--- src/rtl/axi_write_master_if.sv ---
// AXI3 write channel bundle (AW, W, B) between the write master and a slave.
interface axi_write_master_if #(
    parameter int unsigned BUSWIDTH = 32
);
    localparam int unsigned ADDR_W = 32;
    localparam int unsigned LEN_W  = 4;
    localparam int unsigned ID_W   = 4;
    localparam int unsigned STRB_W = 4;

    logic [ID_W-1:0]     AWID;
    logic [ADDR_W-1:0]   AWADDR;
    logic [LEN_W-1:0]    AWLEN;
    logic [2:0]          AWSIZE;
    logic [1:0]          AWBURST;
    logic                AWVALID;
    logic                AWREADY;

    logic [ID_W-1:0]     WID;
    logic [BUSWIDTH-1:0] WDATA;
    logic [STRB_W-1:0]   WSTRB;
    logic                WLAST;
    logic                WVALID;
    logic                WREADY;

    logic [ID_W-1:0]     BID;
    logic [1:0]          BRESP;
    logic                BVALID;
    logic                BREADY;

    modport master (
        output AWID, AWADDR, AWLEN, AWSIZE, AWBURST, AWVALID,
        input  AWREADY,
        output WID, WDATA, WSTRB, WLAST, WVALID,
        input  WREADY,
        input  BID, BRESP, BVALID,
        output BREADY
    );

    modport slave (
        input  AWID, AWADDR, AWLEN, AWSIZE, AWBURST, AWVALID,
        output AWREADY,
        input  WID, WDATA, WSTRB, WLAST, WVALID,
        output WREADY,
        output BID, BRESP, BVALID,
        input  BREADY
    );
endinterface

--- src/rtl/axi_write_master.sv ---
// Single-outstanding AXI3 INCR write master: takes one burst request from the
// device, issues AW, streams beats through a one-entry W holding stage, and
// reports the B response as a one-cycle done pulse.
module axi_write_master #(
    parameter int unsigned BUSWIDTH = 32
) (
    input  logic                ACLK,
    input  logic                ARESETn,
    input  logic                req_valid,
    output logic                req_ready,
    input  logic [31:0]         req_addr,
    input  logic [3:0]          req_len,
    input  logic [3:0]          req_id,
    input  logic [BUSWIDTH-1:0] wr_data,
    input  logic [3:0]          wr_strb,
    input  logic                wr_valid,
    output logic                wr_ready,
    output logic                done,
    output logic [1:0]          done_resp,
    axi_write_master_if.master  axi
);

    localparam int unsigned ADDR_W = 32;
    localparam int unsigned LEN_W  = 4;
    localparam int unsigned ID_W   = 4;
    localparam int unsigned STRB_W = 4;

    localparam logic [2:0] AXSIZE_4B  = 3'b010;
    localparam logic [1:0] BURST_INCR = 2'b01;
    localparam logic [1:0] RESP_SLV   = 2'b10;

    typedef enum logic [1:0] {
        S_IDLE,
        S_ADDR,
        S_DATA,
        S_RESP
    } state_t;

    typedef struct packed {
        logic [ADDR_W-1:0] addr;
        logic [LEN_W-1:0]  len;
        logic [ID_W-1:0]   id;
    } req_t;

    state_t            state_q;
    state_t            state_d;
    req_t              req_q;
    logic [LEN_W-1:0]  beat_cnt;
    logic [LEN_W-1:0]  load_idx;

    logic req_fire;
    logic aw_fire;
    logic w_fire;
    logic load;
    logic b_fire;

    assign req_fire = req_valid & req_ready;
    assign aw_fire  = axi.AWVALID & axi.AWREADY;
    assign w_fire   = axi.WVALID & axi.WREADY;
    assign load     = wr_valid & wr_ready;
    assign b_fire   = axi.BVALID & axi.BREADY;

    // Beat index entering the holding stage: one ahead when the current beat drains.
    assign load_idx = beat_cnt + LEN_W'(axi.WVALID);

    // AW fields and WID come straight from the captured request registers.
    assign axi.AWID    = req_q.id;
    assign axi.AWADDR  = req_q.addr;
    assign axi.AWLEN   = req_q.len;
    assign axi.AWSIZE  = AXSIZE_4B;
    assign axi.AWBURST = BURST_INCR;
    assign axi.WID     = req_q.id;

    // State register.
    always_ff @(posedge ACLK) begin
        if (!ARESETn) begin
            state_q <= S_IDLE;
        end else begin
            state_q <= state_d;
        end
    end

    // Next-state and handshake-ready decode; a request is refused while done pulses.
    always_comb begin
        state_d    = state_q;
        req_ready  = 1'b0;
        wr_ready   = 1'b0;
        axi.BREADY = 1'b0;
        case (state_q)
            S_IDLE: begin
                req_ready = !done;
                if (req_valid && !done) begin
                    state_d = S_ADDR;
                end
            end
            S_ADDR: begin
                if (aw_fire) begin
                    state_d = S_DATA;
                end
            end
            S_DATA: begin
                wr_ready = !(axi.WVALID && axi.WLAST) && (!axi.WVALID || axi.WREADY);
                if (w_fire && axi.WLAST) begin
                    state_d = S_RESP;
                end
            end
            S_RESP: begin
                axi.BREADY = 1'b1;
                if (axi.BVALID) begin
                    state_d = S_IDLE;
                end
            end
            default: state_d = S_IDLE;
        endcase
    end

    // Request capture, AW valid, W holding stage, beat counter and response capture.
    always_ff @(posedge ACLK) begin
        if (!ARESETn) begin
            req_q       <= '0;
            beat_cnt    <= '0;
            axi.AWVALID <= 1'b0;
            axi.WVALID  <= 1'b0;
            axi.WLAST   <= 1'b0;
            axi.WDATA   <= '0;
            axi.WSTRB   <= '0;
            done        <= 1'b0;
            done_resp   <= '0;
        end else begin
            done <= 1'b0;

            if (req_fire) begin
                req_q       <= '{addr: req_addr, len: req_len, id: req_id};
                beat_cnt    <= '0;
                axi.AWVALID <= 1'b1;
            end else if (aw_fire) begin
                axi.AWVALID <= 1'b0;
            end

            // The counter parks on len after the last beat instead of wrapping.
            if (w_fire && !axi.WLAST) begin
                beat_cnt <= beat_cnt + LEN_W'(1);
            end

            if (load) begin
                axi.WDATA  <= wr_data;
                axi.WSTRB  <= STRB_W'(wr_strb);
                axi.WLAST  <= (load_idx == req_q.len);
                axi.WVALID <= 1'b1;
            end else if (w_fire) begin
                axi.WVALID <= 1'b0;
                axi.WLAST  <= 1'b0;
            end

            // A response for another ID is reported as a slave error.
            if (b_fire) begin
                done      <= 1'b1;
                done_resp <= (axi.BID != req_q.id) ? RESP_SLV : axi.BRESP;
            end
        end
    end

endmodule
--- src/flat_wrapper.sv ---
// flat-port wrapper written by rule: the top's interface ports become plain ports
module axi_write_master_flat 
#(
    parameter int unsigned BUSWIDTH = 32
)
  (ACLK, ARESETn, req_valid, req_ready, req_addr, req_len, req_id, wr_data, wr_strb, wr_valid, wr_ready, done, done_resp, axi_AWID, axi_AWADDR, axi_AWLEN, axi_AWSIZE, axi_AWBURST, axi_AWVALID, axi_AWREADY, axi_WID, axi_WDATA, axi_WSTRB, axi_WLAST, axi_WVALID, axi_WREADY, axi_BID, axi_BRESP, axi_BVALID, axi_BREADY);
  axi_write_master_if #(.BUSWIDTH(BUSWIDTH)) axi_i ();
  input  logic ACLK;
  input  logic ARESETn;
  input  logic req_valid;
  output logic req_ready;
  input  logic [31:0] req_addr;
  input  logic [3:0] req_len;
  input  logic [3:0] req_id;
  input  logic [BUSWIDTH-1:0] wr_data;
  input  logic [3:0] wr_strb;
  input  logic wr_valid;
  output logic wr_ready;
  output logic done;
  output logic [1:0] done_resp;
  output wire logic [$bits(axi_i.AWID)-1:0] axi_AWID;
  output wire logic [$bits(axi_i.AWADDR)-1:0] axi_AWADDR;
  output wire logic [$bits(axi_i.AWLEN)-1:0] axi_AWLEN;
  output wire logic [$bits(axi_i.AWSIZE)-1:0] axi_AWSIZE;
  output wire logic [$bits(axi_i.AWBURST)-1:0] axi_AWBURST;
  output wire logic [$bits(axi_i.AWVALID)-1:0] axi_AWVALID;
  input wire logic [$bits(axi_i.AWREADY)-1:0] axi_AWREADY;
  output wire logic [$bits(axi_i.WID)-1:0] axi_WID;
  output wire logic [$bits(axi_i.WDATA)-1:0] axi_WDATA;
  output wire logic [$bits(axi_i.WSTRB)-1:0] axi_WSTRB;
  output wire logic [$bits(axi_i.WLAST)-1:0] axi_WLAST;
  output wire logic [$bits(axi_i.WVALID)-1:0] axi_WVALID;
  input wire logic [$bits(axi_i.WREADY)-1:0] axi_WREADY;
  input wire logic [$bits(axi_i.BID)-1:0] axi_BID;
  input wire logic [$bits(axi_i.BRESP)-1:0] axi_BRESP;
  input wire logic [$bits(axi_i.BVALID)-1:0] axi_BVALID;
  output wire logic [$bits(axi_i.BREADY)-1:0] axi_BREADY;
  assign axi_AWID = axi_i.AWID;
  assign axi_AWADDR = axi_i.AWADDR;
  assign axi_AWLEN = axi_i.AWLEN;
  assign axi_AWSIZE = axi_i.AWSIZE;
  assign axi_AWBURST = axi_i.AWBURST;
  assign axi_AWVALID = axi_i.AWVALID;
  assign axi_i.AWREADY = axi_AWREADY;
  assign axi_WID = axi_i.WID;
  assign axi_WDATA = axi_i.WDATA;
  assign axi_WSTRB = axi_i.WSTRB;
  assign axi_WLAST = axi_i.WLAST;
  assign axi_WVALID = axi_i.WVALID;
  assign axi_i.WREADY = axi_WREADY;
  assign axi_i.BID = axi_BID;
  assign axi_i.BRESP = axi_BRESP;
  assign axi_i.BVALID = axi_BVALID;
  assign axi_BREADY = axi_i.BREADY;
  axi_write_master #(.BUSWIDTH(BUSWIDTH)) u_core (.ACLK(ACLK), .ARESETn(ARESETn), .req_valid(req_valid), .req_ready(req_ready), .req_addr(req_addr), .req_len(req_len), .req_id(req_id), .wr_data(wr_data), .wr_strb(wr_strb), .wr_valid(wr_valid), .wr_ready(wr_ready), .done(done), .done_resp(done_resp), .axi(axi_i));
endmodule
--- config.mk ---
export PLATFORM = sky130hd
export DESIGN_NAME = axi_write_master_flat
export DESIGN_NICKNAME = d
export VERILOG_FILES = /design/src/rtl/axi_write_master_if.sv /design/src/rtl/axi_write_master.sv /design/src/flat_wrapper.sv
export SDC_FILE = /design/constraint.sdc
export NUM_CORES = 1
export LEC_CHECK = 0
export BUFFER_PORTS_ARGS = -buffer_cell sky130_fd_sc_hd__buf_2
export CORE_UTILIZATION = 49
export DETAILED_ROUTE_END_ITERATION = 6
export PLACE_DENSITY = 0.85
export SYNTH_ARGS = -nofsm -noshare
export SYNTH_HDL_FRONTEND = slang
export SYNTH_SLANG_ARGS = --single-unit
--- constraint.sdc ---
create_clock -name ACLK -period 4.5 [get_ports ACLK]
set_clock_uncertainty 0.2 [all_clocks]
set_input_delay 1.125 -clock ACLK [delete_from_list [all_inputs] [get_ports ACLK]]
set_output_delay 1.125 -clock ACLK [all_outputs]
set_load 0.005 [all_outputs]
==> results.md <==
- Gates resized during post-CTS repair numbered 0.
- Leaving out fill and tap cells, the most frequent cells in the layout are buf_2, nand2_1, dfxtp_1.
- The dominant combinational cell family by area after synthesis is simple AND/OR/NAND/NOR gates.
- Clock latency on the worst-skew pair, taken at its later pin, is 0.35 ns.
- For this block, the via count after detailed routing is 3335.
- The synthesized area per cell is 8.53 sq um.
- For this design, the sink count on the clock tree is 88.
- The power density of the placed cells is 426 nW/um^2.
- The run finished with clean final reports.
- The number of DRC markers in iteration 0 is 79.
- Measured on the finished design, the core utilization comes to 64.6%.
- The final critical delay including setup and external delays is 3.04 ns.
- The worst slack at placement is 1.46 ns.
- In the synthesized netlist the async set-or-reset flop fraction comes to 0%.
- The largest fanout on the critical path is 6.
- The synthesized design contains 0 enable-type register cells.
- STA classifies the critical path endpoint as an output port.
- The largest area contributor in the netlist is dfxtp_1.
- The number of global-route vias before repair is 2780.
- The number of antenna repair diodes is 0.
- Summing the areas of all fa, ha and maj instances in the mapped netlist gives 2.73% of the synthesized area.
- The total of warnings raised by yosys is 0.
- The cell area reported after detailed placement is 4510 sq um.
- The die outline area is 7830 sq um.
- The post-synthesis share of cell area spent on and, or, nand and nor gates is 20.2%.
- The final layout contains 687 nets.
- The slew of the pin with the lowest slew margin is 1.03 ns.
- The final number of max-transition violations is 0.
- The share of final-layout standard cells stronger than drive strength 1 is 33.8%.
- For this run the aggregate overflow at the end of global routing stands at 0.
- The most common library cell in the layout ignoring fill and taps is buf_2.
- The total clock buffers created by CTS is 9.
- The per-cell routed wire length is 12.0 um.
- The capturing instance or port of the critical path is wr_ready.
- Buffers placed on the I/O ports in this run total 177.
- STA classifies the critical path startpoint as an input port.
- The worst hold-check slack is 0.251 ns.
- The TritonCTS clock tree is done.
- The core region area is 7250 sq um.
- The count of endpoints failing hold in the final timing report is 0.
- The slack of the worst reg-to-reg path is 2.30 ns.
- The post-synthesis cell area is 3670 sq um.
- The first-pass iteration count of the detailed router is 7.
- In this run the post-CTS setup repair buffer count came out at 0.
- Setup repair after global routing left no endpoint under its margin.
- The first global-routing pass estimated 12300 um of wire.
- The post-synthesis cell count is 430.
- The number of ports placed on the die boundary is 183.
- Excluding fillers, the count of instances in the completed layout stands at 694.
- The clock transition at the registers of the reported paths is 0.08 ns.
- The max-cap violation count is 0.
- The overall routing resource usage is 20.3%.
- Summed over all layers, the routed wires come to 8310 um.
- The initial antenna violation count is 0.
- The upper clock frequency limit is 329 MHz.
- The source of the critical timing path is axi_WREADY.
- The die extent in x is 88.5 um.
- The final clock period utilization by the worst path is 67.5%.
- The area added between synthesis and finish is 27.8%.
- The H-tree depth is 3.
- By area the synthesized netlist is led by dfxtp_1, nand2_1, a21boi_1.
- The synthesized design contains 88 register bits.
- The start-to-end type of the worst setup path is in -> out.
- The tightest min-delay check is of the reg -> reg type.
- In this run the critical register-to-register path is captured at u_core.axi.WDATA[26]$_SDFFE_PN0P_.
- The post-layout instance area is 4690 sq um.
- Counting distinct cell types in the post-synthesis netlist gives 37.
- Clock tree synthesis selected as its root buffer the cell clkbuf_8.
- The per-cell via count in the routed design is 4.81.
- The total chip power is 2.00 mW.
- In this run, post-CTS hold repair placed 0 buffers.
- The proportion of synthesized chip area in sequential cells is 48.0%.
- The remaining max-slew budget at the tightest pin is 31.6%.
- The XOR/XNOR share of the synthesized area is 2.15%.
- Once the floorplan was initialized, standard cells occupied 50.6% of the core.
- The worst-case IR drop observed on VDD is 0.000189 V.
- The detail route stage leaves a number of antenna-violating nets equal to 0.
- The share of the synthesized area in compound gates (AO/OA/AOI/OAI) is 19.8%.
- Setup violations remaining at the end of the flow were counted as 0.
- STA puts the critical path data required time at 3.17 ns.
- Measured in cells, the most critical reg-to-reg path has a length of 5.
- The final weighted congestion in routability-driven placement is 0.858.
- The proportion of synthesized area in mux cells is 0.273%.
- Summed over all nets, the half-perimeter wirelength after detailed placement is 6040 um.
- The static leakage power is 2.25 nW.
- The number of placed instances, taps included, is 678.
- The overall die height is 88.5 um.
- In this run the critical register-to-register path is launched from u_core.state_q[0]$_SDFFE_PN0P_.
- After detailed routing, the number of remaining DRC violations is 0.
- The maximum root-to-sink buffer count is 2.
- In the synthesized netlist the dominant register cell turns out to be dfxtp_1.
- After layout, the worst setup slack is 1.46 ns.
- STA puts the critical path data arrival time at 1.71 ns.
- Entering global routing, the biggest net connects 43 pins.
- The standard-cell row count is 31.
- The area share of the leading cell type in the synthesized netlist is 48.0%.
- The setup TNS after final layout is 0 ns.
[worst min-delay path by stage]
stage / cells after the start / startpoint / slack [ns] / end
after floorplan: 1 / u_core.beat_cnt[3]$_SDFFE_PN0P_ / 0.24 / u_core.beat_cnt[3]$_SDFFE_PN0P_
after global placement: 2 / u_core.axi.WDATA[11]$_SDFFE_PN0P_ / 0.24 / u_core.axi.WDATA[11]$_SDFFE_PN0P_
after detailed placement: 2 / u_core.axi.WDATA[5]$_SDFFE_PN0P_ / 0.24 / u_core.axi.WDATA[5]$_SDFFE_PN0P_
after CTS: 2 / u_core.axi.AWADDR[27]$_SDFFE_PN0P_ / 0.25 / u_core.axi.AWADDR[27]$_SDFFE_PN0P_
after global routing: 2 / u_core.axi.AWADDR[5]$_SDFFE_PN0P_ / 0.27 / u_core.axi.AWADDR[5]$_SDFFE_PN0P_
final: 2 / u_core.axi.WDATA[11]$_SDFFE_PN0P_ / 0.25 / u_core.axi.WDATA[11]$_SDFFE_PN0P_
[report_power, final]
part,internal [mW],leakage (nW),switching [mW]
clock network,0.216,0.0809,0.280
logic,0.240,1.46,0.323
registers,0.878,0.716,0.0598
total,1.33,2.25,0.663
[logic make-up (layout without fill, tap and decap cells)]
logic type,after synthesis,count (layout)
AOI/OAI and AO/OA,97,97
DFF,88,88
buffers and inverters,42,204
xor gates and xnor gates,9,9
adders and majority gates,8,8
muxes,1,1
other,2,5
and+or+nand+nor,183,183
[cell usage after synthesis (2+ instances only)]
cell / instances
buf_2: 7
o21ai_0: 4
inv_1: 6
dfxtp_1: 88
conb_1: 2
and2_1: 3
nand3b_1: 2
nor2b_1: 4
nand2_1: 158
ha_1: 8
clkbuf_1: 14
a21oi_1: 3
xnor2_1: 3
xor2_1: 6
and3b_1: 2
a21boi_1: 78
nand3_1: 4
buf_6: 5
o21a_1: 2
buf_4: 10
nor2_1: 5
[critical path, cell delays in order]
cell	delay, ns
buf_2	0.13
nor2b_2	0.17
o21a_1	0.17
buf_2	0.12
[final cells by class]
| class | count | area [sq um] |
|---|---|---|
| repair buffers | 182 | 923 |
| multi-input cells | 303 | 1680 |
| clock buffers | 10 | 138 |
| clock inverters | 6 | 43.8 |
| inverters | 6 | 22.5 |
| fillers | 646 | 2560 |
| flip-flops and latches | 88 | 1760 |
| well taps | 99 | 124 |
[state kept, by name (all words and copies together) (netlist names), 2 cells and up]
| signal | count |
|---|---|
| u_core.done_resp | 2 |
| u_core.axi.WDATA | 32 |
| u_core.axi.AWADDR | 32 |
| u_core.axi.AWID | 4 |
| u_core.axi.AWLEN | 4 |
| u_core.axi.WSTRB | 4 |
| u_core.state_q | 2 |
| u_core.beat_cnt | 4 |
[layer usage]
layer / vias up / GRT usage [%] / part of all wire (%)
met3: 8 / 6.72 / 9.3
met2: 148 / 33.6 / 47
met5: - / 0 / 0
met4: 0 / 8.50 / 1.1
met1: 1481 / 24.2 / 43
li1: 1698 / - / -
(Power assumes the default switching activity.)
